$ cat src/rtl/adc_acq_sequencer.sv
// rtl/adc_acq_sequencer.sv - acquisition sequencer: pre-fill, armed, post capture, holdoff, done.
// Drives the trigger block enable/reset and the capture ring write address.
module adc_acq_sequencer #(
  parameter int CNT_W   = 24,
  parameter int WADDR_W = 14
) (
  input  logic               adc_data_clk,
  input  logic               adc_data_rst_n,
  input  logic               acq_run,
  input  logic               acq_abort,
  input  logic               acq_single,
  input  logic               auto_trig_en,
  input  logic [CNT_W-1:0]   pre_len,
  input  logic [CNT_W-1:0]   post_len,
  input  logic [CNT_W-1:0]   holdoff_len,
  input  logic [CNT_W-1:0]   auto_timeout,
  input  logic               trig_in,
  input  logic [2:0]         trig_sub_in,
  output logic               trig_enable,
  output logic               trig_core_rst,
  output logic               wr_en,
  output logic [WADDR_W-1:0] wr_addr,
  output logic [WADDR_W-1:0] trig_addr,
  output logic [2:0]         trig_sub,
  output logic               trig_auto,
  output logic               acq_done,
  output logic               acq_busy,
  output logic [2:0]         acq_state,
  output logic [15:0]        acq_count
);

  typedef enum logic [2:0] {
    S_IDLE  = 3'd0,
    S_PRE   = 3'd1,
    S_ARMED = 3'd2,
    S_POST  = 3'd3,
    S_HOLD  = 3'd4,
    S_DONE  = 3'd5
  } state_e;

  localparam logic [CNT_W-1:0]   CNT_ONE  = 1;
  localparam logic [WADDR_W-1:0] ADDR_ONE = 1;

  state_e             state_q, state_d;
  logic [CNT_W-1:0]   cnt_q, cnt_d;
  logic [CNT_W-1:0]   len_q, len_d;
  logic               run_q;
  logic               core_rst_q, core_rst_d;
  logic [WADDR_W-1:0] wr_addr_q;
  logic [WADDR_W-1:0] trig_addr_q, trig_addr_d;
  logic [2:0]         trig_sub_q, trig_sub_d;
  logic               trig_auto_q, trig_auto_d;
  logic [15:0]        count_q;

  logic run_rise, cnt_last, auto_hit;

  assign run_rise = acq_run & ~run_q;
  assign cnt_last = (cnt_q == len_q - CNT_ONE);
  // len_q holds auto_timeout while ARMED; a zero timeout never fires.
  assign auto_hit = auto_trig_en && (len_q != '0) && cnt_last;

  always_comb begin
    state_d     = state_q;
    cnt_d       = cnt_q + CNT_ONE;
    len_d       = len_q;
    core_rst_d  = 1'b0;
    trig_addr_d = trig_addr_q;
    trig_sub_d  = trig_sub_q;
    trig_auto_d = trig_auto_q;

    case (state_q)
      S_IDLE: begin
        cnt_d = '0;
        if (run_rise) begin
          state_d    = (pre_len != '0) ? S_PRE : S_ARMED;
          core_rst_d = 1'b1;
        end
      end
      S_PRE: begin
        if (cnt_last) state_d = S_ARMED;
      end
      S_ARMED: begin
        if (trig_in || auto_hit) begin
          trig_addr_d = wr_addr_q;
          trig_sub_d  = trig_in ? trig_sub_in : 3'd0;
          trig_auto_d = ~trig_in;
          if (post_len != '0)         state_d = S_POST;
          else if (holdoff_len != '0) state_d = S_HOLD;
          else                        state_d = S_DONE;
        end
      end
      S_POST: begin
        if (cnt_last) state_d = (holdoff_len != '0) ? S_HOLD : S_DONE;
      end
      S_HOLD: begin
        if (cnt_last) state_d = S_DONE;
      end
      S_DONE: begin
        if (acq_single || !acq_run) begin
          state_d = S_IDLE;
        end else begin
          state_d    = (pre_len != '0) ? S_PRE : S_ARMED;
          core_rst_d = 1'b1;
        end
      end
      default: state_d = S_IDLE;
    endcase

    if (acq_abort) begin
      state_d     = S_IDLE;
      core_rst_d  = 1'b0;
      trig_addr_d = trig_addr_q;
      trig_sub_d  = trig_sub_q;
      trig_auto_d = trig_auto_q;
    end

    // Every state entry restarts the counter and latches that state's length.
    if (state_d != state_q) begin
      cnt_d = '0;
      case (state_d)
        S_PRE:   len_d = pre_len;
        S_ARMED: len_d = auto_timeout;
        S_POST:  len_d = post_len;
        S_HOLD:  len_d = holdoff_len;
        default: len_d = '0;
      endcase
    end
  end

  always_ff @(posedge adc_data_clk or negedge adc_data_rst_n) begin
    if (!adc_data_rst_n) begin
      state_q     <= S_IDLE;
      cnt_q       <= '0;
      len_q       <= '0;
      run_q       <= 1'b0;
      core_rst_q  <= 1'b0;
      wr_addr_q   <= '0;
      trig_addr_q <= '0;
      trig_sub_q  <= 3'd0;
      trig_auto_q <= 1'b0;
      count_q     <= 16'd0;
    end else begin
      state_q     <= state_d;
      cnt_q       <= cnt_d;
      len_q       <= len_d;
      run_q       <= acq_run;
      core_rst_q  <= core_rst_d;
      trig_addr_q <= trig_addr_d;
      trig_sub_q  <= trig_sub_d;
      trig_auto_q <= trig_auto_d;
      if (wr_en)    wr_addr_q <= wr_addr_q + ADDR_ONE;
      if (acq_done) count_q   <= count_q + 16'd1;
    end
  end

  // Abort suppresses the strobes in the cycle it is asserted.
  assign wr_en         = ((state_q == S_PRE) || (state_q == S_ARMED) || (state_q == S_POST)) && !acq_abort;
  assign trig_enable   = ((state_q == S_PRE) || (state_q == S_ARMED)) && !acq_abort;
  assign acq_done      = (state_q == S_DONE) && !acq_abort;
  assign acq_busy      = (state_q != S_IDLE);
  assign acq_state     = state_q;
  assign trig_core_rst = core_rst_q;
  assign wr_addr       = wr_addr_q;
  assign trig_addr     = trig_addr_q;
  assign trig_sub      = trig_sub_q;
  assign trig_auto     = trig_auto_q;
  assign acq_count     = count_q;

endmodule
$ cat config.mk
export PLATFORM = sky130hd
export DESIGN_NAME = adc_acq_sequencer
export DESIGN_NICKNAME = d
export VERILOG_FILES = /design/src/rtl/adc_acq_sequencer.sv
export SDC_FILE = /design/constraint.sdc
export NUM_CORES = 1
export LEC_CHECK = 0
export BUFFER_PORTS_ARGS = -buffer_cell sky130_fd_sc_hd__buf_2
export CAP_MARGIN = 20
export CORE_MARGIN = 3
export CORE_UTILIZATION = 35
export DETAILED_ROUTE_END_ITERATION = 8
export PLACE_DENSITY = 0.68
export REMOVE_ABC_BUFFERS = 1
export SLEW_MARGIN = 10
export SYNTH_ARGS = -nofsm -noshare
export SYNTH_HDL_FRONTEND = slang
export SYNTH_SLANG_ARGS = --single-unit
$ cat constraint.sdc
create_clock -name adc_data_clk -period 6.3 [get_ports adc_data_clk]
set_input_delay 0.63 -clock adc_data_clk [delete_from_list [all_inputs] [get_ports adc_data_clk]]
set_output_delay 0.63 -clock adc_data_clk [all_outputs]
set_load 0.05 [all_outputs]
== Yosys cells after proc, flatten, opt, wreduce, memory -nomap -nowiden ==
Index checks and enable logic that the tools add are counted.

* Equality and inequality tests: 11
* Reduce and logical (&&, ||, !) cells: 18
* Bitwise operators: 4
* Mux-type cells: 19
* $add $sub $neg: 4

{| class="wikitable"
|+ Operators with widths
! kind !! count
|-
| 24-bit one-hot mux with 4 select lines || 1
|-
| 24-bit nonzero test || 4
|-
| 24-bit two-way mux || 2
|-
| 24-bit by 1-bit adder with 24-bit output (second input constant) || 1
|-
| 24-bit == test || 1
|-
| 3-bit two-way mux || 8
|-
| 24-bit by 1-bit subtractor with 24-bit output (second input constant) || 1
|-
| 3-bit one-hot mux with 6 select lines || 1
|-
| 16-bit by 1-bit adder with 16-bit output (second input constant) || 1
|-
| 14-bit by 1-bit adder with 14-bit output (second input constant) || 1
|-
| 3-bit by 2-bit == test with 1-bit output (second input constant) || 4
|-
| 3-bit == test (second input constant) || 3
|-
| 3-bit by 1-bit == test with 1-bit output (second input constant) || 2
|-
| 1-bit logical AND || 5
|-
| 1-bit logical OR || 4
|-
| 1-bit two-way mux || 4
|-
| 2-bit two-way mux || 2
|-
| 3-bit zero test || 1
|-
| 3-bit != test || 1
|-
| 1-bit inverter || 3
|-
| 3-bit AND reduction || 1
|-
| 3-bit nonzero test || 1
|-
| 1-bit zero test || 2
|-
| 1-bit one-hot mux with 2 select lines || 1
|-
| 1-bit AND || 1
|}

* Bits in registers: 101
* Logic and storage cells: 66
* Output and inout bits: 56
* Input port bits: 106

== Depth between registers and ports, before layout ==
* Word-level depth: 9
* Gate-level depth with buffers: 17
* Mapped depth without buffers: 13

== Worst setup path before layout ==
No wires, ideal clock.

* Path kind: reg-to-reg
* From: reg len_q[0]
* To: reg len_q[3]
* Library setup time: 0.066 ns
* Cell stages (with the launch flop): 18
* Buffers on the path: 4
* Required time: 6.234 ns
* Clock period less this slack: 3.871 ns
* Arrival time: 3.805 ns
* Path slack: 2.429 ns
* Cells stage by stage: dfrtp_1 -> clkbuf_1 -> inv_1 -> ha_1 -> clkbuf_1 -> or4b_1 -> xnor2_1 -> o41ai_1 -> o21ai_1 -> nor4bb_1 -> o2111a_1 -> a31o_2 -> o31ai_4 -> o221a_2 -> buf_6 -> nor3_4 -> buf_6 -> a22o_1

* Longest elaborated chain between the ends: 9
* Elaborated cells between the ends (all ways): 18
* Classes of those cells: add/sub: 1; eq/ne: 6; mux: 7; reduce/logical: 4

{| class="wikitable"
|+ RTL lines
! item !! RTL line !! RTL
|-
| start, declared || 46 || <nowiki>logic [CNT_W-1:0] len_q, len_d;</nowiki>
|-
| start signal, assigned || 145 || <nowiki>len_q <= len_d;</nowiki>
|-
| 24-bit by 1-bit subtractor with 24-bit output or 24-bit nonzero test (tied branches) || 58, 60 ||
|-
| 24-bit == test or 1-bit logical AND (tied branches) || 58, 60 ||
|-
| 1-bit logical AND || 60 || <nowiki>assign auto_hit = auto_trig_en && (len_q != '0) && cnt_last;</nowiki>
|-
| 1-bit logical OR || 83 || <nowiki>if (trig_in || auto_hit) begin</nowiki>
|-
| 3-bit two-way mux || 83 ||
|-
| 3-bit one-hot mux with 6 select lines (*) || 71 || <nowiki>case (state_q)</nowiki>
|-
| 3-bit two-way mux (*) || 109 || <nowiki>if (acq_abort) begin</nowiki>
|-
| 3-bit == test (tied with other cells) || 120 || <nowiki>case (state_d)</nowiki>
|-
| 24-bit one-hot mux with 4 select lines || 120 ||
|}

Every way passes the cells marked *; elsewhere a longest branch is shown, timed or not.
A chain may end at the register's enable or synchronous reset.

== Worst setup path in the final report ==
* From: reg len_q[0]
* To: reg len_q[7]

The elaborated chain is that of the path after synthesis.

==> metrics.md <==
| Metric | Value |
|---|---|
| Pin count of the biggest net entering global routing | `56` |
| Worst path slowest cell | `nor3_4` |
| IO Count | `between 150 and 200` |
| Antenna cells | `0` |
| Final min period | `~4.9 ns` |
| Most used flip-flop cell after synthesis | `dfrtp_1` |
| Vias per cell | `5.37` |
| Final ANT Viol Nets | `0` |
| Status | `complete, no violations` |
| CTS tree | `done` |
| TritonRoute pass-1 iters | `5` |
| PortBufs | `roughly 160` |
| Congestion Overflow GR | `0` |
| CTS buffer count | `9` |
| Worst EP arrival | `roughly 5.2 ns` |
| Drt total wl | `17000 um` |
| Fmax | `~200 MHz` |
| Die H | `about 140 um` |
| Fin. max-slew vios | `0` |
| Clock Latency Late Sink | `~0.36 ns` |
| Drt drc | `0` |
| Initial drt markers | `roughly 310` |
| Fillers | `~1700` |
| Netlist cell types | `63` |
| Worst EP required | `6.59 ns` |
| Wirelength per Cell | `16.3 um` |
| CTS Sinks | `a little over 100` |
| Synth-to-layout area growth | `20.3%` |
| Initial antenna violation count | `0` |
| Crit-path cells | `inv_1 > ha_1 > nor4b_2 > a21boi_0 > xor2_1 > o22ai_1 > nor4bb_1 > o2111a_1 > a31o_2 > o31ai_4 > buf_4 > o221a_2 > nor3_4 > a22o_1` |
| Initial Utilization | `roughly 36%` |
| Mapped Avg Cell Area | `slightly above 9 um2` |
| Worst-path clk slew | `roughly 0.08 ns` |
| Delay of the slowest critical-path stage | `between 0.8 and 0.9 ns` |
| LEAKAGE | `3.58 nW` |
| DIE AREA | `0.0196 mm2` |
| Synth top area share | `40.3%` |
| GP Congestion | `0.875` |
| Final non-filler cell total | `around 1000` |
| Vias | `5621` |
| Area contributors post-synth | `dfrtp_1 40%, xnor2_1 7.4%, xor2_1 4.2%, nor2_1 3.8%, nand2_1 3.5%` |
| Final period utilization | `about four fifths` |
| RSZ-0062 raised after global routing | `no` |
| Share of layout cells above drive strength 1 | `about a quarter` |
| Clock Skew | `~0.012 ns` |
| Synth top cells by count | `101 x dfrtp_1, 63 x nor2_1, 58 x nand2_1` |
| Crit. End Element | `register` |
| Min-delay worst type | `in2async` |
| Hold-fix buffers, CTS | `0` |
| Most instantiated library cell after synthesis | `dfrtp_1` |
| Power per standard cell area | `206 mW/mm2` |
| Final setup vio count | `0` |
| Rel. slew slack | `approximately a quarter` |
| Critical Path Start Type | `register` |
| Synth Warn # | `0` |
| Worst Tran Pin Value | `between 1 and 1.5 ns` |
| Setup bufs post-CTS | `0` |
| Synth Register Bits | `roughly 100` |
| CTS H-tree depth | `3` |
| Gate Count Post-Synth | `674` |
| Hold Fails Final Rpt | `0` |
| Vias in the first global route | `5465` |
| Layout net count | `slightly above 900` |
| Asr flop ratio synth | `between 90% and 100%` |
| Core area | `~0.017 mm2` |
| Cell Area, Synth | `0.00627 mm2` |
| Placed instance count | `1030` |
| PostCTS Resize Cnt | `0` |
| VDD IR max | `between 0.1 and 0.15 mV` |
| Bufs on Longest Clock Path | `2` |
| Total GRT Usage | `around 17%` |
| Setup TNS | `0 ns` |
| First-pass GRT wire length | `between 20000 and 30000 um` |
| Placed wire-length estimate | `approximately 13000 um` |
| Crit-path max FO | `27` |
| Row count | `48` |
| Leading area contributor after synthesis | `dfrtp_1` |
| CTS root buffer | `clkbuf_16` |
| Critical Setup Path Class | `reg2reg` |
| Sequential element share of the synthesized area | `around two fifths` |
| Die X | `about 140 um` |
| Max-cap violations | `0` |
| Post-synth EDFFs | `0` |
stage by stage:
step                      util, %  power (mW)  hold slack, ns  worst slack (ns)  instance area [um2]
final                        43.3        1.55           0.266              1.38                 7540
after detailed placement     41.5       0.973           0.465              1.42                 7230
after global routing         43.3        1.62           0.319             0.899                 7540
after CTS                    43.3        1.57           0.294              1.39                 7540
after floorplan                 -       0.869           0.334              1.75                 6110
after global placement       41.5       0.971           0.458              1.51                 7230
area by class of cell:
cell class              count  area [um2]  area share (%)
inverters                  38         143            1.89
multi-input cells         502        3440            45.7
well taps                 225         282            3.73
repair buffers            164         831            11.0
flip-flops and latches    101        2530            33.5
clock buffers              11         253            3.35
clock inverters             5        63.8           0.846
cell families after synthesis:
| logic type | synth area share (%) |
|---|---|
| simple gates | 24.2 |
| compound gates | 15.0 |
| flops | 40.3 |
| xor+xnor | 11.6 |
| buf+inv | 4.79 |
| mux | 3.39 |
| fa+ha+maj | 0.798 |
state kept, by name, indices dropped and copies added, names as in the netlist:
register       flops
acq_state          3
acq_count         16
trig_sub           3
run_q              1
len_q             24
trig_core_rst      1
wr_addr           14
trig_addr         14
trig_auto          1
cnt_q             24
power breakdown:
part | total, mW | switching [mW] | internal (mW) | leakage [nW]
sequential | 0.695 | 0.0297 | 0.665 | 1.38
combinational | 0.266 | 0.169 | 0.0975 | 2.04
clock | 0.590 | 0.255 | 0.335 | 0.158
total | 1.55 | 0.453 | 1.10 | 3.58
routing by layer:
| metal | GRT usage, % | up-vias | part of all wire [%] |
|---|---|---|---|
| met5 | 0 | - | 0 |
| met4 | 6.48 | 0 | 2.6 |
| met3 | 3.02 | 33 | 5.9 |
| met2 | 28.5 | 193 | 48 |
| met1 | 23.1 | 2690 | 44 |
| li1 | - | 2705 | - |
critical path, delay by kind of cell (launching register included):
kind                     cells  cell delay (ns)
flip-flops                   1             0.46
AND/OR/NAND/NOR              3             1.62
adder cells (fa/ha/maj)      1             0.31
XOR/XNOR                     1             0.18
buffers and inverters        2             0.33
AO/OA/AOI/OAI                7             1.95
path summary, 6_finish.rpt:
check | slack [ns] | start | to | cells past startpoint
max | 1.38 | len_q[0] | len_q[7] | 14
min | 0.27 | adc_data_rst_n | acq_count[15] | 1
max reg2reg | 1.38 | len_q[0] | len_q[7] | 14
min reg2reg | 0.48 | acq_count[15] | acq_count[15] | 1
max in group asynchronous | 4.90 | adc_data_rst_n | len_q[12] | 2
min in group adc_data_clk | 0.41 | acq_run | run_q | 1
cells in the final DEF (no fill, tap or decap), types with 3 or more instances in the layout:
| cell type | n |
|---|---|
| o221ai_1 | 24 |
| xor2_1 | 30 |
| and3_1 | 16 |
| nor3_1 | 15 |
| a21oi_1 | 7 |
| a22o_1 | 24 |
| nand3b_1 | 3 |
| or3_1 | 4 |
| nor2b_1 | 27 |
| and4_1 | 3 |
| mux2_2 | 16 |
| clkbuf_16 | 9 |
| dfrtp_1 | 101 |
| o21ai_0 | 14 |
| a31oi_1 | 30 |
| nand4_1 | 14 |
| inv_1 | 38 |
| nor2_1 | 63 |
| ha_1 | 4 |
| and2_1 | 3 |
| nor3b_1 | 4 |
| buf_2 | 160 |
| nand3_1 | 24 |
| buf_4 | 4 |
| nor4_1 | 20 |
| xnor2_1 | 53 |
| nand2_1 | 58 |
Note: power is estimated with default switching activity, not from simulation.
